===== config.mk =====
export PLATFORM = sky130hd
export DESIGN_NAME = cos_share_arbiter
export DESIGN_NICKNAME = d
export VERILOG_FILES = /design/src/rtl/cos_share_arbiter_pkg.sv /design/src/rtl/cos_share_arbiter_cosine.sv /design/src/rtl/cos_share_arbiter_rr_pick.sv /design/src/rtl/cos_share_arbiter.sv
export SDC_FILE = /design/constraint.sdc
export NUM_CORES = 1
export LEC_CHECK = 0
export ABC_CLOCK_PERIOD_IN_PS = 41500
export CAP_MARGIN = 5
export CORE_ASPECT_RATIO = 0.6
export CORE_MARGIN = 4
export CORE_UTILIZATION = 60
export DETAILED_ROUTE_END_ITERATION = 10
export GPL_TIMING_DRIVEN = 0
export PLACE_DENSITY = 0.89
export SLEW_MARGIN = 20
export SYNTH_ARGS = -nofsm -noshare
export SYNTH_HDL_FRONTEND = slang
export SYNTH_HIERARCHICAL = 1
export SYNTH_SLANG_ARGS = --single-unit

===== constraint.sdc =====
create_clock -name clk -period 41.5 [get_ports clk]
set_clock_uncertainty 0.2 [all_clocks]
set_input_delay 8.3 -clock clk [delete_from_list [all_inputs] [get_ports clk]]
set_output_delay 8.3 -clock clk [all_outputs]
set_load 0.05 [all_outputs]

===== src/rtl/cos_share_arbiter_pkg.sv =====
// Shared widths, state type and helpers for the cosine-sharing arbiter.
package cos_pkg;

  localparam int SETTLE_CYCLES_DEF = 4;

  typedef enum logic {
    IDLE = 1'b0,
    WAIT = 1'b1
  } state_t;

  function automatic int xw(input int int_bits, input int dec_bits);
    return int_bits + dec_bits + 1;
  endfunction

  function automatic int yw(input int dec_bits);
    return dec_bits + 2;
  endfunction

  // Never returns 0, so a single-value counter or index still gets one bit.
  function automatic int clog2(input int n);
    int r;
    r = 0;
    while ((1 << r) < n) r++;
    return (r < 1) ? 1 : r;
  endfunction

endpackage


===== src/rtl/cos_share_arbiter_cosine.sv =====
// Combinational cosine: fold into [0, pi/2], then 4-term Taylor series in fixed point.
module cos_unit
  import cos_pkg::*;
#(
  parameter int INT_BITS = 2,
  parameter int DEC_BITS = 8
) (
  input  logic [xw(INT_BITS, DEC_BITS)-1:0] x,
  output logic [yw(DEC_BITS)-1:0]           y
);

  localparam int XW = xw(INT_BITS, DEC_BITS);
  localparam int YW = yw(DEC_BITS);
  localparam int W  = 2 * XW + 2;

  localparam logic [W-1:0] ONE    = W'(1 << DEC_BITS);
  localparam logic [W-1:0] PI_Q   = W'(int'(3.14159265358979 * (2.0 ** DEC_BITS)));
  localparam logic [W-1:0] TWO_PI = W'(int'(6.28318530717959 * (2.0 ** DEC_BITS)));
  localparam logic [W-1:0] HALF   = PI_Q >> 1;

  logic [W-1:0] xs, r, r2, r4, r6, pos, sub, mag, res;
  logic         neg;

  always_comb begin
    xs  = {{(W-XW){x[XW-1]}}, x};
    r   = x[XW-1] ? (~xs + W'(1)) : xs;
    neg = 1'b0;
    if (r >= TWO_PI) r = r - TWO_PI;
    if (r >= PI_Q) begin
      r   = r - PI_Q;
      neg = ~neg;
    end
    if (r > HALF) begin
      r   = PI_Q - r;
      neg = ~neg;
    end
    r2  = (r * r) >> DEC_BITS;
    r4  = (r2 * r2) >> DEC_BITS;
    r6  = (r4 * r2) >> DEC_BITS;
    // Terms are rounded rather than truncated to keep the error bias near zero.
    pos = ONE + (r4 + W'(12)) / W'(24);
    sub = ((r2 + W'(1)) >> 1) + (r6 + W'(360)) / W'(720);
    mag = pos - sub;
    res = neg ? (~mag + W'(1)) : mag;
    y   = YW'(res);
  end

endmodule


===== src/rtl/cos_share_arbiter_rr_pick.sv =====
// Combinational round-robin pick: first asserted request at or above rr_ptr, wrapping.
module rr_pick
  import cos_pkg::*;
#(
  parameter int NUM_REQ = 4
) (
  input  logic [NUM_REQ-1:0]        req,
  input  logic [clog2(NUM_REQ)-1:0] rr_ptr,
  output logic [clog2(NUM_REQ)-1:0] winner,
  output logic                      any
);

  localparam int IW = clog2(NUM_REQ);

  int idx;

  // Scan from the farthest position back so the nearest one overwrites last.
  always_comb begin
    winner = '0;
    any    = 1'b0;
    idx    = 0;
    for (int k = NUM_REQ - 1; k >= 0; k--) begin
      idx = int'(rr_ptr) + k;
      if (idx >= NUM_REQ) idx = idx - NUM_REQ;
      if (req[idx[IW-1:0]]) begin
        winner = IW'(idx);
        any    = 1'b1;
      end
    end
  end

endmodule


===== src/rtl/cos_share_arbiter.sv =====
// Round-robin sharing of one multicycle cosine unit among NUM_REQ requesters.
// Optional one-entry result cache enabled by defining COS_ARB_CACHE_EN.
module cos_share_arbiter
  import cos_pkg::*;
#(
  parameter int NUM_REQ       = 4,
  parameter int INT_BITS      = 2,
  parameter int DEC_BITS      = 8,
  parameter int SETTLE_CYCLES = SETTLE_CYCLES_DEF
) (
  input  logic                                      clk,
  input  logic                                      rst,
  input  logic [NUM_REQ-1:0]                        req,
  input  logic [NUM_REQ*xw(INT_BITS, DEC_BITS)-1:0] x_in,
  output logic [NUM_REQ-1:0]                        grant,
  output logic                                      busy,
  output logic [yw(DEC_BITS)-1:0]                   y_out,
  output logic                                      y_valid,
  output logic [clog2(NUM_REQ)-1:0]                 y_id
);

  localparam int XW = xw(INT_BITS, DEC_BITS);
  localparam int YW = yw(DEC_BITS);
  localparam int IW = clog2(NUM_REQ);
  localparam int CW = clog2(SETTLE_CYCLES);

  state_t         state;
  logic [IW-1:0]  rr_ptr, id_reg, winner, next_ptr;
  logic           any;
  logic [XW-1:0]  x_reg, x_win;
  logic [YW-1:0]  cos_y;
  logic [CW-1:0]  cnt;
  logic           hit;
  logic [YW-1:0]  hit_y;
  logic           capture;

  rr_pick #(.NUM_REQ(NUM_REQ)) u_pick (
    .req    (req),
    .rr_ptr (rr_ptr),
    .winner (winner),
    .any    (any)
  );

  // x_reg -> y_out is a multicycle path of SETTLE_CYCLES.
  cos_unit #(.INT_BITS(INT_BITS), .DEC_BITS(DEC_BITS)) u_cos (
    .x (x_reg),
    .y (cos_y)
  );

  assign x_win    = x_in[int'(winner)*XW +: XW];
  assign next_ptr = (int'(winner) == NUM_REQ - 1) ? '0 : winner + 1'b1;
  assign capture  = (state == WAIT) && (cnt == '0);

`ifdef COS_ARB_CACHE_EN
  logic [XW-1:0] cache_x;
  logic [YW-1:0] cache_y;
  logic          cache_vld;

  assign hit   = cache_vld && (x_win == cache_x);
  assign hit_y = cache_y;

  always_ff @(posedge clk) begin
    if (rst) begin
      cache_vld <= 1'b0;
    end else if (capture) begin
      cache_x   <= x_reg;
      cache_y   <= cos_y;
      cache_vld <= 1'b1;
    end
  end
`else
  assign hit   = 1'b0;
  assign hit_y = '0;
`endif

  always_ff @(posedge clk) begin
    if (rst) begin
      state   <= IDLE;
      rr_ptr  <= '0;
      cnt     <= '0;
      x_reg   <= '0;
      id_reg  <= '0;
      grant   <= '0;
      busy    <= 1'b0;
      y_valid <= 1'b0;
      y_out   <= '0;
      y_id    <= '0;
    end else begin
      grant   <= '0;
      y_valid <= 1'b0;
      case (state)
        IDLE: begin
          busy <= 1'b0;
          if (any) begin
            grant  <= NUM_REQ'(1) << winner;
            rr_ptr <= next_ptr;
            if (hit) begin
              y_valid <= 1'b1;
              y_out   <= hit_y;
              y_id    <= winner;
            end else begin
              x_reg  <= x_win;
              id_reg <= winner;
              cnt    <= CW'(SETTLE_CYCLES - 1);
              busy   <= 1'b1;
              state  <= WAIT;
            end
          end
        end
        WAIT: begin
          // busy stays high through the y_valid cycle; IDLE clears it next edge.
          if (capture) begin
            y_out   <= cos_y;
            y_id    <= id_reg;
            y_valid <= 1'b1;
            state   <= IDLE;
          end else begin
            cnt <= cnt - 1'b1;
          end
        end
        default: state <= IDLE;
      endcase
    end
  end

endmodule

## Yosys cells after proc, flatten, opt, wreduce, memory -nomap -nowiden

Cells that the tools add are included.

| word-level totals | value |
|---|---|
| input port bits | 50 |
| flip-flop bits (word level) | 36 |

| cells by class | value |
|---|---|
| multiply operators | 4 |
| divide/modulo/power cells | 2 |
| add/subtract/negate cells | 20 |
| bitwise operators | 5 |
| equality and inequality tests | 4 |
| mux-type cells | 40 |
| order comparisons | 11 |
| shifts and indexed selects | 2 |
| reduce and logical (&&, ||, !) cells | 6 |

Operator list:

| operator | number |
|---|---|
| 24-bit 2-to-1 mux | 4 |
| 16-bit by 16-bit multiplier with 24-bit output | 2 |
| 44-bit by 7-bit variable part select with 11-bit output | 1 |
| 10-bit 2-to-1 mux | 3 |
| 2-bit 2-to-1 mux | 13 |
| 24-bit by 1-bit adder with 24-bit output, second input constant | 1 |
| 24-bit by 10-bit divider with 24-bit output, second input constant | 1 |
| 24-bit by 5-bit divider with 24-bit output, second input constant | 1 |
| 24-bit by 10-bit >= comparator with 1-bit output, second input constant | 1 |
| 24-bit by 11-bit >= comparator with 1-bit output, second input constant | 1 |
| 24-bit by 9-bit greater-than comparator with 1-bit output, second input constant | 1 |
| 24-bit by 24-bit multiplier with 24-bit output | 1 |
| 24-bit inverter | 1 |
| 10-bit by 24-bit subtractor with 24-bit output, first input constant | 1 |
| 24-bit by 10-bit subtractor with 24-bit output, second input constant | 1 |
| 24-bit by 11-bit subtractor with 24-bit output, second input constant | 1 |
| 16-bit by 4-bit adder with 17-bit output, second input constant | 1 |
| 16-bit by 9-bit adder with 17-bit output, second input constant | 1 |
| 1-bit 2-to-1 mux | 13 |
| 2-bit by 3-bit < comparator with 1-bit output, second input constant | 4 |
| 11-bit by 1-bit adder with 11-bit output, second input constant | 1 |
| 10-bit by 1-bit adder with 10-bit output, second input constant | 1 |
| 10-bit adder | 1 |
| 9-bit by 10-bit adder with 10-bit output, first input constant | 1 |
| 21 further kinds | 37 |

## Longest topological paths before layout

Gate-level depths: netlist of run 1.

| logic depth | value |
|---|---|
| word-level depth | 21 |
| depth in mapped cells | 148 |
| depth with buffers taken out | 136 |

## Modules after synthesis

The synthesis of run 1 kept the hierarchy.

Modules (own cells, without submodules):

| module | area each (µm²) | cells each | sequential area each (µm²) | times used |
|---|---|---|---|---|
| cos_unit | 25395.6 | 3124 | 0.0 | 1 |
| cos_share_arbiter | 1544.0 | 164 | 720.7 | 1 |
| rr_pick | 77.6 | 13 | 0.0 | 1 |

## Worst setup path after synthesis of run 1

Ideal clock, no wire load.

| path | value |
|---|---|
| path type | register to register |
| start | register x_reg[0] |
| end | register y_out[9] |
| slack | 10827 ps |
| setup time | 70 ps |
| path buffers | 10 |
| arrival | 30403 ps |
| data required time | 41230 ps |
| cell stages (with the launch flop) | 141 |
| period minus slack after synthesis | 30673 ps |
| cell sequence | dfxtp_1 buf_2 inv_1 clkbuf_1 ha_1 or3b_1 a211oi_2 ha_1 nor2_1 nand4_1 o21a_1 buf_2 and4_4 o21ai_4 nand2_1 xnor2_1 nand2_1 nor2_1 (+105 left out) inv_1 fa_1 inv_1 ha_1 fa_1 a21oi_1 nor2_1 nor2_1 xnor2_1 nor3_1 nor2b_1 a21oi_1 xnor2_1 xnor2_1 xnor2_1 xnor2_1 nand2_1 a21oi_1 |

| on the way | value |
|---|---|
| cells in the longest elaborated chain, start to end | 21 |

RTL lines:

| what | line | text |
|---|---|---|
| from (decl) | cos_share_arbiter.sv:30 | `logic [XW-1:0] x_reg, x_win;` |
| from (signal assigned) | cos_share_arbiter.sv:102 | `x_reg <= x_win;` |
| 24-bit inverter | cos_share_arbiter_cosine.sv:26 | `r = x[XW-1] ? (~xs + W'(1)) : xs;` |
| 24-bit by 1-bit adder with 24-bit output | cos_share_arbiter_cosine.sv:26 |  |
| 24-bit 2-to-1 mux (*) | cos_share_arbiter_cosine.sv:26 |  |
| 24-bit by 11-bit subtractor with 24-bit output / 24-bit by 11-bit >= comparator with 1-bit output (equally long branches) | cos_share_arbiter_cosine.sv:28 | `if (r >= TWO_PI) r = r - TWO_PI;` |
| 24-bit 2-to-1 mux (*) | cos_share_arbiter_cosine.sv:28 |  |
| 24-bit by 10-bit subtractor with 24-bit output / 24-bit by 10-bit >= comparator with 1-bit output (equally long branches) | cos_share_arbiter_cosine.sv:30, cos_share_arbiter_cosine.sv:29 |  |
| 24-bit 2-to-1 mux | cos_share_arbiter_cosine.sv:29 | `if (r >= PI_Q) begin` |
| 10-bit by 24-bit subtractor with 24-bit output / 24-bit by 9-bit greater-than comparator with 1-bit output (equally long branches) | cos_share_arbiter_cosine.sv:34, cos_share_arbiter_cosine.sv:33 |  |
| (+6 left out) | -- |  |
| 10-bit adder | cos_share_arbiter_cosine.sv:42 | `sub = ((r2 + W'(1)) >> 1) + (r6 + W'(360)) / W'(720);` |
| 10-bit subtractor | cos_share_arbiter_cosine.sv:43 | `mag = pos - sub;` |
| 10-bit inverter | cos_share_arbiter_cosine.sv:44 | `res = neg ? (~mag + W'(1)) : mag;` |
| 10-bit by 1-bit adder with 10-bit output | cos_share_arbiter_cosine.sv:44 |  |
| 10-bit 2-to-1 mux (*) | cos_share_arbiter_cosine.sv:44 |  |
| net cos_y[9] | cos_share_arbiter.sv:31 | `logic [YW-1:0] cos_y;` |
| 10-bit 2-to-1 mux (*) | cos_share_arbiter.sv:112 | `if (capture) begin` |
| 10-bit 2-to-1 mux (*) | cos_share_arbiter.sv:91 | `case (state)` |
| to (signal assigned) | cos_share_arbiter.sv:99 | `y_out <= hit_y;` |
| to (signal assigned) | cos_share_arbiter.sv:113 | `y_out <= cos_y;` |
| to (decl) | cos_share_arbiter.sv:17 | `output logic [yw(DEC_BITS)-1:0] y_out,` |

The timed path passes the listed nets; every way through them passes the cells marked *. The select of a mux whose other input is x is not followed.
A chain may end at the register's enable or synchronous reset.

## Worst setup path in the final report of run 1

Same ends and word-level chain as after synthesis.

==> summary.txt, run 1 <==
GRT
  • Vias in the first global route: ~23000
  • Antenna violations before repair: 2
  • Total global routing overflow: 0
  • Gr usage total: 0.314
  • First-pass GRT wire length: 121000 µm
  • Largest net degree at the start of global routing: 13

Clock tree
  • Post-CTS Setup Bufs: 0
  • CTS tree: built
  • Clock Tree Buf Depth: 2
  • # H-tree levels: 2
  • Root Driver: clkbuf_16
  • # hold bufs at CTS: 0
  • PostCTS Resize Cnt: 0
  • CTS buffer count: 5
  • Reg clk slew, reported paths: about 0.050 ns
  • Clk_lat worst skew: roughly 0.28 ns
  • CTS Sinks: 36

Run
  • Number of max-cap violations: 0

Critical path
  • Crit path max-delay family: adder cells
  • Crit Path Max Fanout: 12
  • Startpoint types: register
  • R2R cell count: around 130
  • R2R Setup Slk: 3.73 ns
  • Critical-path top delay cell: a21oi_1
  • CP Class: register to register
  • Worst R2R Start: x_reg[0]$_SDFFE_PP0P_
  • CP Capture Type: register
  • Critical path buffers and inverters: 26
  • WP data arrival: 37.76 ns
  • Max incr delay on CP: 0.88 ns
  • RR Endpoint: y_out[9]$_SDFFE_PP0P_
  • CP most frequent cell: fa_1
  • WP data required: 41.50 ns

Route
  • Vias: 23200
  • Antenna Violating Nets Remaining: 0
  • WL/cell: 18.8 µm
  • DRT iter0 DRCs: 2559
  • Drt pass-1 iters: 6
  • DR DRC count: 0
  • Post-Route WL: 74400 µm
  • Via density: 5.86

Worst hold path
  • Hold Crit Depth: 2
  • Hold path start: y_out[5]$_SDFFE_PP0P_
  • Min-Delay Endpoint: y_out[5]$_SDFFE_PP0P_
  • Hold crit path type: register to register

Synthesis
  • Post-synthesis cell count: approximately 3300
  • Yosys top cell by area: fa_1
  • Avg Cell Area, Syn: 8.18 µm²
  • Yosys top cell area share: 0.380
  • EDFF count, synth: 0
  • Sequential share of the synthesized area: 0.0267
  • Post-synth net total: 4105
  • Synth warn: 6
  • Synthesis-stage register bit count: 36
  • Async S/R FF share, synth: 0
  • Top post-synthesis cells by area: fa_1, ha_1, inv_1
  • Top FF cell, synth: dfxtp_1
  • Synthesized cell area: 27000 µm²
  • Number of distinct library cells after synthesis: 120

Run status
  • Status: finished clean

Die
  • Initial Util: 0.615
  • Die X: 282 µm
  • Number of I/O pins: just under 70
  • Die ar.: 48600 µm²
  • Core area: approximately 44000 µm²
  • Core Rows: 59
  • Die Y: 172 µm

STA
  • Unrepaired setup endpoints after global routing: false
  • Fin crit share: 0.910
  • Fin. max-slew vios: 0
  • Final Hold Fails: 0
  • Slew margin rel.: 0.126
  • Setup TNS: 0 ns
  • Setup violators final: 0
  • Max frequency: ~26 MHz
  • Worst Tran Pin Value: around 1.3 ns
  • Minimum clock period: 37.77 ns

Finish
  • # diodes: 0
  • Share of layout cells above drive strength 1: 0.0368
  • Final Cell Area: roughly 29000 µm²
  • Nets: 4178
  • Area grow syn2layout: 5.88%
  • Max FFs per register: 11
  • Number of fill cells: 3532

Placed design
  • Post-DP HPWL: 63800 µm
  • Port bufs: 66
  • Post-place instance area: 28400 µm²
  • Routability cong.: 1.01
## cell type report
type / instances / area, µm² / share of cell area
clock buffer: 7 / 153 / 0.00534
sequential: 36 / 721 / 0.0252
multi-input combinational: 2341 / 22800 / 0.797
timing repair buffer: 66 / 661 / 0.0231
buffer: 108 / 483 / 0.0169
inverter: 816 / 3060 / 0.107
tap: 579 / 724 / 0.0253
## per-stage QoR
step,hold slack (ns),instances,util,worst slack (ns)
floorplan,0.232,3301,-,10.83
global placement,0.245,3946,0.647,5.13
detailed placement,0.249,3946,0.647,4.84
CTS,0.256,3953,0.651,4.77
global route,0.278,3953,0.651,2.10
finish,0.251,3953,0.651,3.73
## logic make-up after synthesis
| logic type | count (synthesis) | share of synthesized area |
|---|---|---|
| AO/OA/AOI/OAI | 427 | 0.111 |
| XOR/XNOR | 177 | 0.0600 |
| adder cells (fa/ha/maj) | 759 | 0.494 |
| buffers and inverters | 924 | 0.131 |
| flip-flops | 36 | 0.0267 |
| multiplexers | 37 | 0.0214 |
| AND/OR/NAND/NOR | 941 | 0.156 |
## how the worst max path moves through the flow
stage,startpoint,endpoint,slack (ns),cells after the start
6_report,x_reg[0]$_SDFFE_PP0P_,y_out[9]$_SDFFE_PP0P_,3.73,131
5_1_grt,x_reg[0]$_SDFFE_PP0P_,y_out[9]$_SDFFE_PP0P_,2.10,136
4_1_cts,x_reg[0]$_SDFFE_PP0P_,y_out[9]$_SDFFE_PP0P_,4.77,134
3_5_place_dp,x_reg[0]$_SDFFE_PP0P_,y_out[9]$_SDFFE_PP0P_,4.84,134
3_3_place_gp,x_reg[0]$_SDFFE_PP0P_,y_out[9]$_SDFFE_PP0P_,5.13,135
2_1_floorplan,x_reg[0]$_SDFFE_PP0P_,y_out[9]$_SDFFE_PP0P_,10.83,140
## cell usage in the layout (no fill, tap or decap), types with 9 or more instances in the layout
cell type / n
inv_1: 803
a211oi_1: 13
nand4_1: 10
xor2_1: 47
buf_2: 13
or2_2: 17
a31oi_1: 17
clkdlybuf4s50_1: 66
dfxtp_1: 36
ha_1: 241
nand2b_1: 21
mux2i_1: 13
nor3b_1: 9
a21o_1: 39
nand2_1: 390
nand3_1: 35
or3_1: 17
nor2b_1: 18
nor3_1: 38
and2_1: 19
and3_1: 14
xnor2_1: 118
nor2_1: 302
clkbuf_1: 79
o31ai_1: 12
o21bai_1: 11
a21oi_1: 126
o21a_1: 16
fa_1: 513
o211ai_1: 19
o21ai_0: 50
## metal layers
layer	vias to the layer above	GRT usage	part of all wire
met5	-	0.00197	0.00032
met1	11200	0.451	0.41
met3	139	0.117	0.16
li1	10400	-	-
met2	1476	0.465	0.42
met4	4	0.0493	0.019
## synth_stat cells, drive strengths merged (8+ instances only)
cell	instances
a221oi	8
o31ai	15
mux4	13
nand2	390
mux2i	14
nor2b	18
mux2	10
o211ai	20
a211oi	16
xnor2	124
o21a	16
nor3	39
fa	513
xor2	50
and3	14
nand4	10
or2	22
a31oi	18
nor4	10
dfxtp	36
and2	20
nand3	37
buf	29
clkbuf	79
a21o	39
nor2	303
a21oi	129
inv	811
or3	18
ha	241
nand2b	22
o21ai	60
o21bai	11
nor3b	10
## worst reg2reg max path, delay by kind of cell (launching register included)
kind                       cells  cell delay [ns]
AOI/OAI and AO/OA             29             8.15
xor gates and xnor gates       9             2.66
adders and majority gates     28            12.33
buffers and inverters         26             5.31
DFF                            1             0.34
muxes                          3             0.90
and+or+nand+nor               36             7.73
Power of run 1 is left out: the tool's default activity adds up to more than one toggle a clock period on the data nets, which glitch-free logic cannot reach.
==> inputs of run 2 (changes only) <==
--- a/config.mk
+++ b/config.mk
@@ -7,8 +7,8 @@
 export LEC_CHECK = 0
 export ABC_CLOCK_PERIOD_IN_PS = 41500
 export CAP_MARGIN = 5
-export CORE_ASPECT_RATIO = 0.6
-export CORE_MARGIN = 4
+export CORE_ASPECT_RATIO = 0.8
+export CORE_MARGIN = 2
 export CORE_UTILIZATION = 60
 export DETAILED_ROUTE_END_ITERATION = 10
 export GPL_TIMING_DRIVEN = 0
==> run 2 against run 1 <==
Against the previous run:
- wire length decreased by 6.1%
- cell area is essentially flat
- first-iteration DRC count is 11% lower
- critical path type unchanged
- critical endpoint unchanged
==> summary.txt, run 2 (synthesized netlist as in run 1, its figures left out) <==
GRT
  • Antenna violations before repair: 1 (was 2)
  • Gr usage total: 0.307 (was 0.314)
  • Largest net degree at the start of global routing: 13 (unchanged)
  • First-pass GRT wire length: 116000 µm (was 121000 µm)
  • Vias in the first global route: 23400 (was 23200)
  • Total global routing overflow: 0 (unchanged)

Route
  • DRT iter0 DRCs: 2269 (was 2559)
  • Drt pass-1 iters: 6 (unchanged)
  • Post-Route WL: 69900 µm (was 74400 µm)
  • Via density: 5.79 (was 5.86)
  • DR DRC count: 0 (unchanged)
  • Vias: 23000 (was 23200)
  • WL/cell: 17.6 µm (was 18.8 µm)
  • Antenna Violating Nets Remaining: 0 (unchanged)

Clock tree
  • CTS Sinks: 36 (unchanged)
  • PostCTS Resize Cnt: 0 (unchanged)
  • # H-tree levels: 2 (unchanged)
  • # hold bufs at CTS: 0 (unchanged)
  • CTS buffer count: 5 (unchanged)
  • Clk_lat worst skew: 0.29 ns (was 0.28 ns)
  • Root Driver: clkbuf_16 (unchanged)
  • Post-CTS Setup Bufs: 0 (unchanged)
  • CTS tree: built (unchanged)
  • Clock Tree Buf Depth: 2 (unchanged)
  • Reg clk slew, reported paths: 0.06 ns (was 0.05 ns)

Finish
  • Most frequent cells in the layout: inv_1, fa_1, nand2_1 (unchanged)
  • Share of layout cells above drive strength 1: 0.0359 (was 0.0368)
  • Area grow syn2layout: 5.96% (was 5.88%)
  • Nets: 4178 (unchanged)
  • Commonest non-fill, non-tap cell in the layout: inv_1 (unchanged)
  • Max FFs per register: 11 (unchanged)

Die
  • Die Y: 194 µm (was 172 µm)
  • Die X: 241 µm (was 282 µm)
  • Core area: 44500 µm² (was 43900 µm²)
  • Initial Util: 0.608 (was 0.615)
  • Core Rows: 69 (was 59)
  • Number of I/O pins: 68 (unchanged)
  • Die ar.: 46800 µm² (was 48600 µm²)

Critical path
  • Crit Path Max Fanout: 12 (unchanged)
  • WP data required: 41.52 ns (was 41.50 ns)
  • WP data arrival: 36.81 ns (was 37.76 ns)
  • Critical path buffers and inverters: 27 (was 26)
  • Max incr delay on CP: 0.75 ns (was 0.88 ns)
  • Critical-path top delay cell: xor2_1 (was a21oi_1)
  • CP Class: register to register (unchanged)
  • CP most frequent cell: fa_1 (unchanged)
  • CP Capture Type: register (unchanged)
  • Startpoint types: register (unchanged)
  • Crit path max-delay family: adder cells (unchanged)

Placed design
  • Routability cong.: 0.997 (was 1.01)
  • Post-DP HPWL: 59000 µm (was 63800 µm)
  • Port bufs: 66 (unchanged)

STA
  • Unrepaired setup endpoints after global routing: false (unchanged)
  • Minimum clock period: 36.80 ns (was 37.77 ns)
  • Slew margin rel.: 0.175 (was 0.126)
  • Setup TNS: 0 ns (unchanged)
  • Final Hold Fails: 0 (unchanged)
  • Setup violators final: 0 (unchanged)
  • Fin crit share: 0.887 (was 0.910)
  • Max frequency: 27.2 MHz (was 26.5 MHz)
  • Fin. max-slew vios: 0 (unchanged)
  • Worst Tran Pin Value: 1.23 ns (was 1.30 ns)

Run status
  • Status: finished clean (unchanged)

Run
  • Number of max-cap violations: 0 (unchanged)

Worst hold path
  • Hold crit path type: register to register (unchanged)
==> run 2: cell types whose count changed in the layout (fill, tap and decap cells not counted), sizes merged <==
cell      previous run  this run
bufinv               0         1
clkinv               5         6
clkbuf              86        84
clkinvlp             0         1
diode                0         1
==> run 2: stage by stage <==
stage                     area [µm²]  cells  setup WS [ns]  hold slack [ns]   util
final                          28600   3979           4.70            0.258  0.644
after global routing           28600   3978           2.86            0.268  0.644
after CTS                      28600   3978           5.52            0.256  0.643
after detailed placement       28400   3970           5.66            0.249  0.640
after global placement         28400   3970           6.24            0.242  0.639
after floorplan                27000   3301          10.83            0.232      -
==> run 2: final cells by class <==
type                    count  area, µm²
flip-flops and latches     36        721
clock inverters             3       42.5
diodes                      1       2.50
inverters                 816       3060
repair buffers             66        661
clock buffers               5        125
fillers                  3505      15800
plain buffers             108        483
multi-input cells        2341      22800
well taps                 603        754
==> run 2: worst register-to-register path: cells and delay by family, from the launching register on <==
family	cells	cell delay, ns
AOI/OAI and AO/OA	35	8.10
and+or+nand+nor	31	6.46
muxes	2	0.75
DFF	1	0.35
xor gates and xnor gates	10	3.44
adders and majority gates	28	12.46
buffers and inverters	27	4.95
==> run 2: per-layer routing <==
layer	track usage	vias up	wire (µm)
li1	-	10400	-
met1	0.426	11200	28100
met2	0.480	1279	31400
met3	0.0672	219	7810
met4	0.0983	0	2580
met5	0	-	0
==> run 2: path summary, 6_finish.rpt <==
check	start	end	slack, ns	cells past startpoint
worst max register to register	x_reg[0]$_SDFFE_PP0P_	y_out[9]$_SDFFE_PP0P_	4.70	133
worst max-delay path	x_reg[0]$_SDFFE_PP0P_	y_out[9]$_SDFFE_PP0P_	4.70	133
worst min-delay path	y_out[3]$_SDFFE_PP0P_	y_out[3]$_SDFFE_PP0P_	0.26	2
worst min register to register	y_out[3]$_SDFFE_PP0P_	y_out[3]$_SDFFE_PP0P_	0.26	2
Power of run 2 is left out for the same reason.
